--- config.mk ---
export PLATFORM = sky130hd
export DESIGN_NAME = capture_ctrl
export DESIGN_NICKNAME = d
export VERILOG_FILES = /design/src/rtl/dso_pkg.sv /design/src/rtl/wrap_counter.sv /design/src/rtl/capture_ctrl.sv
export SDC_FILE = /design/constraint.sdc
export NUM_CORES = 1
export LEC_CHECK = 0
export BUFFER_PORTS_ARGS = -buffer_cell sky130_fd_sc_hd__buf_2
export CELL_PAD_IN_SITES_DETAIL_PLACEMENT = 1
export CELL_PAD_IN_SITES_GLOBAL_PLACEMENT = 1
export CORE_MARGIN = 3
export CORE_UTILIZATION = 44
export DETAILED_ROUTE_END_ITERATION = 8
export HOLD_SLACK_MARGIN = 0.06
export PLACE_DENSITY_LB_ADDON = 0.1
export SLEW_MARGIN = 10
export SYNTH_ARGS = -nofsm -noshare
export SYNTH_HDL_FRONTEND = slang
export SYNTH_SLANG_ARGS = --single-unit
--- constraint.sdc ---
create_clock -name clk -period 3 [get_ports clk]
set_input_delay 0.15 -clock clk [delete_from_list [all_inputs] [get_ports clk]]
set_output_delay 0.15 -clock clk [all_outputs]
set_load 0.03 [all_outputs]
--- src/rtl/dso_pkg.sv ---
// rtl/dso_pkg.sv - shared types and default sizes for the capture path
package dso_pkg;

    localparam int DEFAULT_DEPTH  = 512;
    localparam int DEFAULT_ADDR_W = 9;

    typedef logic [DEFAULT_ADDR_W-1:0] trig_pos_t;

    typedef enum logic [1:0] {
        IDLE,
        PRE,
        POST,
        DONE
    } capture_state_t;

endpackage

--- src/rtl/wrap_counter.sv ---
// rtl/wrap_counter.sv - enabled up-counter wrapping naturally at 2**W
module wrap_counter #(
    parameter int W = 9
) (
    input  logic         clk_i,
    input  logic         rst_i,
    input  logic         en_i,
    output logic [W-1:0] count_o
);

    logic [W-1:0] count_q;

    always_ff @(posedge clk_i) begin
        if (rst_i) begin
            count_q <= '0;
        end else if (en_i) begin
            count_q <= count_q + 1'b1;
        end
    end

    assign count_o = count_q;

endmodule

--- src/rtl/capture_ctrl.sv ---
// rtl/capture_ctrl.sv - capture sequencer: circular write pointer, arm/trigger handshake, post-trigger count
module capture_ctrl
    import dso_pkg::*;
#(
    parameter int DEPTH  = DEFAULT_DEPTH,
    parameter int ADDR_W = DEFAULT_ADDR_W
) (
    input  logic              clk,
    input  logic              rst,
    input  logic              start,
    input  logic              abort,
    input  logic              sample_valid,
    input  logic [ADDR_W-1:0] trig_pos,
    input  logic              triggered,
    output logic              trig_en,
    output logic              armed,
    output logic              we,
    output logic [ADDR_W-1:0] waddr,
    output logic              set_capture_done,
    output logic              capture_done,
    output logic [ADDR_W-1:0] start_addr
);

    localparam logic [ADDR_W:0] FULL = (ADDR_W+1)'(DEPTH);

    capture_state_t    state_q;
    logic [ADDR_W:0]   pre_cnt_q, pre_cnt_d, need_cnt;
    logic [ADDR_W-1:0] post_cnt_q, wptr;
    logic [ADDR_W-1:0] waddr_q, start_addr_q;
    logic              trig_en_q, armed_q, we_q, set_done_q, capture_done_q;
    logic              post_full, wr_fire;

    // Pre-trigger samples needed so that pre + trig_pos fills the whole buffer.
    assign need_cnt  = FULL - {1'b0, trig_pos};
    assign post_full = (post_cnt_q == trig_pos);
    assign wr_fire   = sample_valid && !abort &&
                       ((state_q == PRE) || ((state_q == POST) && !post_full));

    always_comb begin
        pre_cnt_d = pre_cnt_q;
        if (sample_valid && (pre_cnt_q != FULL)) begin
            pre_cnt_d = pre_cnt_q + 1'b1;
        end
    end

    wrap_counter #(.W(ADDR_W)) u_wptr (
        .clk_i   (clk),
        .rst_i   (rst),
        .en_i    (wr_fire),
        .count_o (wptr)
    );

    always_ff @(posedge clk) begin
        if (rst) begin
            state_q        <= IDLE;
            pre_cnt_q      <= '0;
            post_cnt_q     <= '0;
            trig_en_q      <= 1'b0;
            armed_q        <= 1'b0;
            we_q           <= 1'b0;
            waddr_q        <= '0;
            set_done_q     <= 1'b0;
            capture_done_q <= 1'b0;
            start_addr_q   <= '0;
        end else begin
            we_q       <= wr_fire;
            set_done_q <= 1'b0;
            if (wr_fire) begin
                waddr_q <= wptr;
            end
            case (state_q)
                IDLE, DONE: begin
                    if (start && !abort) begin
                        state_q        <= PRE;
                        pre_cnt_q      <= '0;
                        post_cnt_q     <= '0;
                        capture_done_q <= 1'b0;
                        trig_en_q      <= 1'b1;
                        armed_q        <= 1'b0;
                    end
                end
                PRE: begin
                    if (abort) begin
                        state_q    <= IDLE;
                        trig_en_q  <= 1'b0;
                        armed_q    <= 1'b0;
                        set_done_q <= 1'b1;
                    end else begin
                        pre_cnt_q <= pre_cnt_d;
                        armed_q   <= !triggered && (pre_cnt_d >= need_cnt);
                        if (triggered) begin
                            state_q    <= POST;
                            post_cnt_q <= '0;
                        end
                    end
                end
                POST: begin
                    if (abort) begin
                        state_q    <= IDLE;
                        trig_en_q  <= 1'b0;
                        armed_q    <= 1'b0;
                        set_done_q <= 1'b1;
                    end else if (post_full) begin
                        // wptr now points at the oldest of DEPTH consecutive samples.
                        state_q        <= DONE;
                        trig_en_q      <= 1'b0;
                        armed_q        <= 1'b0;
                        set_done_q     <= 1'b1;
                        capture_done_q <= 1'b1;
                        start_addr_q   <= wptr;
                    end else if (sample_valid) begin
                        post_cnt_q <= post_cnt_q + 1'b1;
                    end
                end
                default: state_q <= IDLE;
            endcase
        end
    end

    assign trig_en          = trig_en_q;
    assign armed            = armed_q;
    assign we               = we_q;
    assign waddr            = waddr_q;
    assign set_capture_done = set_done_q;
    assign capture_done     = capture_done_q;
    assign start_addr       = start_addr_q;

endmodule

# After elaboration in Yosys (flattened, before gate mapping)

Cells that the tools add are included.

Bits in registers: 53
Bits of input ports: 15
Output and inout bits: 23
Logic and storage cells: 85

Add/subtract/negate cells: 4
$lt $le $gt $ge: 1
Eq/ne operators: 15
Mux-type cells: 32
Bitwise gates (word level): 1
Reduce and logical (&&, ||, !) cells: 21

Operator list:

| operator                                                             | number |
|---|---|
| 9-bit two-way mux                                                    | 6 |
| 10-bit two-way mux                                                   | 3 |
| 9-bit case mux with 3 select lines                                   | 1 |
| 10-bit case mux with 2 select lines                                  | 1 |
| 9-bit by 1-bit adder with 9-bit output (second input constant)       | 2 |
| 2-bit inequality test (second input constant)                        | 8 |
| 3-bit AND reduction                                                  | 4 |
| 1-bit two-way mux                                                    | 11 |
| 10-bit by 1-bit adder with 10-bit output (second input constant)     | 1 |
| 10-bit >= comparator                                                 | 1 |
| 2-bit two-way mux                                                    | 5 |
| 10-bit inequality test (second input constant)                       | 1 |
| 10-bit by 9-bit subtractor with 10-bit output (first input constant) | 1 |
| 9-bit == test                                                        | 1 |
| 1-bit logical AND                                                    | 6 |
| 3-bit inequality test (second input constant)                        | 2 |
| 1-bit case mux with 3 select lines                                   | 2 |
| 2-bit case mux with 3 select lines                                   | 1 |
| 6-bit AND reduction                                                  | 1 |
| 2-bit == test (second input constant)                                | 2 |
| 1-bit case mux with 2 select lines                                   | 2 |
| 4-bit AND reduction                                                  | 1 |
| 2-bit nonzero test                                                   | 2 |
| 1-bit logical NOT                                                    | 3 |
| 6 further kinds                                                      | 6 |

# Logic depth before layout (Yosys ltp)

Depth in word-level cells: 7
Mapped depth: 12
Gate-level depth less buffers: 12

# Modules after synthesis

A second synthesis with hierarchy kept.

Cell total of the unflattened synthesis: 365
Area total of the unflattened synthesis: 3084.2 µm²

By module, submodules not included:

| module       | times used | cells each | area an instance (µm²) | sequential area each (µm²) |
|---|---|---|---|---|
| capture_ctrl | 1          | 323        | 2696.3                 | 880.8 |
| wrap_counter | 1          | 42         | 387.9                  | 180.2 |

# Worst setup path before layout

No wires, ideal clock.

Path kind: register to register
Start point: reg pre_cnt_q[0]
End point: reg armed_q, in the netlist armed
Arrival time: 2.468 ns
Slack: 0.404 ns
Cell stages (with the launch flop): 13
Clock period less this slack: 2.596 ns
Path through: dfxtp_1 > inv_1 > ha_1 > nor4b_1 > a41oi_1 > nand2_1 > xnor2_1 > ha_1 > a211o_1 > a21oi_1 > o21ai_0 > a221oi_1 > o41ai_1

Word-level cells in the longest chain between the ends: 7
Elaborated cells between the ends (all ways): 8

Ends and longest elaborated chain:

| element                                                                          | line               | source |
|---|---|---|
| start: declaration                                                               | capture_ctrl.sv:27 | `logic [ADDR_W:0] pre_cnt_q, pre_cnt_d, need_cnt;` |
| start signal: assignment                                                         | capture_ctrl.sv:89 | `pre_cnt_q <= pre_cnt_d;` |
| branches (longest 2 deep; another with 10-bit by 1-bit adder with 10-bit output) | -                  |  |
| 10-bit two-way mux (*)                                                           | capture_ctrl.sv:41 | `if (sample_valid && (pre_cnt_q != FULL)) begin` |
| 10-bit >= comparator (*)                                                         | capture_ctrl.sv:90 | `armed_q <= !triggered && (pre_cnt_d >= need_cnt);` |
| 1-bit logical AND (*)                                                            | capture_ctrl.sv:90 |  |
| 1-bit two-way mux (*)                                                            | capture_ctrl.sv:83 | `if (abort) begin` |
| 1-bit case mux with 3 select lines (*)                                           | capture_ctrl.sv:71 | `case (state_q)` |
| end signal: assignment                                                           | capture_ctrl.sv:90 |  |
| end: declaration                                                                 | capture_ctrl.sv:30 | `logic trig_en_q, armed_q, we_q, set_done_q, capture_done_q;` |

Every way passes the cells marked *.
A chain may end at the register's enable or synchronous reset.

# Worst setup path after layout

Same ends and word-level chain as after synthesis.

==> results by group <==
Status
  • Status: completed

Worst setup path
  • CP Launch Type: flip-flop
  • Cell mode on critical path: ha_1
  • CP endpoint kind: flip-flop
  • CP required: about 3200 ps
  • Critical Path Fanout Max: 5
  • CP max-delay cell: dfxtp_1
  • CP peak stage delay: about 430 ps
  • CP Class: reg2reg
  • Worst path cell trace: inv_1 -> ha_1 -> nor4b_1 -> a41oi_1 -> nand2_1 -> xnor2_1 -> ha_1 -> a211o_1 -> a21oi_1 -> o21ai_0 -> a221oi_1 -> o41ai_1
  • Arrival @ worst endpoint: around 2800 ps

STA
  • Worst-margin pin slew: 811.5 ps
  • Max Slew Vio Count: 0
  • Unrepaired setup endpoints after global routing: false
  • Skew final: 14.88 ps
  • Fmax: between 0.3 and 0.4 GHz
  • Worst rel slew slack: between 40 and 50%
  • TNS Setup: 0 ps
  • Final period utilization: around 87%
  • Final Hold Vio Count: 0
  • Final setup violating endpoints: 0
  • Fin crit period: between 2000 and 3000 ps

Floorplan
  • Die Width: between 90 and 100 um
  • Die Footprint: about 8200 um2
  • Core Box Area: between 6000 and 7000 um2
  • Num rows: 30
  • Ports: 38
  • DIE HEIGHT: between 90 and 100 um
  • Initial core utilization: ~46%

Synthesis
  • Average size of a mapped cell: a little over 8 um2
  • Sequential fraction of the synthesis area: between 30% and 40%
  • Post-synthesis adder-cell area fraction: under 10%
  • Flops & latches, synth: between 50 and 60
  • EDFF count, synth: 0
  • Syn Nets: approximately 420
  • Area leader, netlist: dfxtp_1
  • Synth Area in XOR/XNOR: roughly 7.2%
  • Cells after synthesis: roughly 390
  • Mapped Area: between 3000 and 4000 um2
  • Simple-gate share of the synthesized area: between 20% and 30%
  • Compound-Gate Fraction of Synth Area: between 10% and 20%
  • Netlist cell types: 54
  • Post-synth ARST share: 0%
  • Most instantiated cells after synthesis: dfxtp_1, nor2_1, nand2_1
  • Most frequent cell after synthesis: dfxtp_1
  • Top-area cell type share of the netlist area: about a third
  • Synth area leaders: dfxtp_1, ha_1, xor2_1
  • Post-synthesis mux area share: ~4.5%
  • Synthesis Warnings: 0
  • Largest family of logic cells by synthesized area: simple AND/OR/NAND/NOR gates
  • Synth Flop Type: dfxtp_1

GRT
  • Initial antenna violation count: 0
  • Overall routing resource usage: 21.64%
  • First-pass GRT wire length: 14.68 mm
  • Vias in the first global route: between 2000 and 3000
  • Largest net degree at the start of global routing: 50
  • Total grt overflow: 0

Routing
  • Total routed wirelength: roughly 8.7 mm
  • Routed WL per cell: roughly 17 um
  • Antenna-violating nets left: 0
  • Routed vias/inst: between 5 and 6
  • Via count: 2958
  • DRC violations left: 0
  • Initial DRT Pass Iterations: 4
  • Initial DRC count: between 90 and 100

Placed design
  • Port bufs: 37
  • Global placer's final weighted congestion: between 0.7 and 0.8
  • Cells after DPL: 502
  • DP HPWL: approximately 6.3 mm

Cells and area
  • Layout area overhead: 12.06%
  • Antenna diode count: 0
  • Fin cells: between 500 and 600
  • Share of cells above drive strength 1: 14.49%
  • Layout Nets: 446
  • Fillers: between 800 and 900

CTS
  • CTS tree: built
  • Max Root-Sink Buffers: 2
  • Worst-skew pair later-pin latency: about 320 ps
  • Post-CTS setup buffer count: 0
  • Clock root buffer: clkbuf_8
  • H-Tree Depth: 2
  • CTS sink cnt: 53
  • # hold bufs at CTS: 0
  • Clk slew on worst S/H paths: between 100 and 150 ps
  • PostCTS Resize Cnt: 0
  • Cts bufs inserted: 5

Power
  • Net Sw Frac: ~29%
  • Worst vdd ir: between 0.00015 and 0.0002 V
  • Logic pwr share: 14.7%
  • Clock share of power: between 30% and 40%
  • Sequential Power Share: between 40% and 50%
  • Cell Int Power: between 1000 and 1500 uW
  • Power Dens Cells: ~410 nW/um2
  • Leakage: 0.001492 uW
  • Psw: approximately 420 uW

Flow run
  • Max-cap violations: 0

Min path
  • Worst min path class: in2reg
==> critical path, delay by kind of cell, from the launching register on <==
family | cells | cell delay, ps
AO/OA/AOI/OAI | 6 | 1180
XOR/XNOR | 1 | 140
adder cells (fa/ha/maj) | 2 | 390
buffers and inverters | 1 | 100
flip-flops | 1 | 430
AND/OR/NAND/NOR | 2 | 260
==> flip-flops by register name (all words and copies together) (netlist names) <==
name,flops
state_q,2
we,1
start_addr,9
u_wptr.count_o,9
trig_en,1
armed,1
set_capture_done,1
pre_cnt_q,10
waddr,9
capture_done,1
post_cnt_q,9
==> worst paths after layout <==
check,from,endpoint,slack [ps],cells after the start
setup / recovery,pre_cnt_q[0],armed,380,12
hold / removal,triggered,armed,160,4
setup reg to reg,pre_cnt_q[0],armed,380,12
hold reg to reg,start_addr[8],start_addr[8],460,2
==> stage by stage <==
| stage | util, % | instance area (um2) | hold WS, ps | setup slack [ps] | total power (uW) |
|---|---|---|---|---|---|
| final | 51.46 | 3535 | 162.2 | 384.0 | 1458 |
| after global routing | 51.46 | 3535 | 184.3 | 162.5 | 1527 |
| after CTS | 51.46 | 3535 | 157.6 | 389.3 | 1475 |
| after detailed placement | 49.76 | 3418 | 445.1 | 416.6 | 946.8 |
| after global placement | 49.76 | 3418 | 440.7 | 491.4 | 940.3 |
| after floorplan | - | 3154 | 324.6 | 404.4 | 878.1 |
==> power groups by stage <==
stage	Sequential, uW	Combinational, uW	Clock (uW)
after floorplan	741	137	0
after global placement	734	206	0
after detailed placement	735	212	0
after CTS	719	215	541
after global routing	721	237	570
final	719	215	525
==> cell families after synthesis <==
| kind of cell | count (synthesis) |
|---|---|
| xor gates and xnor gates | 26 |
| and+or+nand+nor | 155 |
| adders and majority gates | 18 |
| buffers and inverters | 38 |
| DFF | 53 |
| AOI/OAI and AO/OA | 81 |
| muxes | 14 |
==> cell type report <==
class | instances | area, um2 | area share, %
Multi-Input combinational cell | 294 | 1939 | 54.87
Timing Repair Buffer | 45 | 245.2 | 6.938
Sequential cell | 53 | 1061 | 30.02
Inverter | 14 | 52.55 | 1.487
Clock inverter | 3 | 47.55 | 1.345
Clock buffer | 5 | 68.82 | 1.947
Tap cell | 96 | 120.1 | 3.398
==> placed cells by master, fill, tap and decap left out, drive strengths merged, types with 5 or more instances in the layout <==
cell type,count
ha,18
or3,9
o21ai,15
nand3,23
xor2,17
nand2,31
clkbuf,5
dfxtp,53
a31oi,9
a21oi,24
inv,16
nand4,11
nor3,11
buf,45
nand3b,7
mux2i,13
nor4,5
xnor2,9
nor2,34
==> metal layers <==
metal,wire length (um),GRT usage [%],vias to the layer above
met1,4005,27.12,1450
met3,257,3.500,11
met2,4343,38.67,46
met4,97,4.974,0
li1,-,-,1451
met5,0,0,-
No activity file was read; power rests on OpenSTA's default activity.
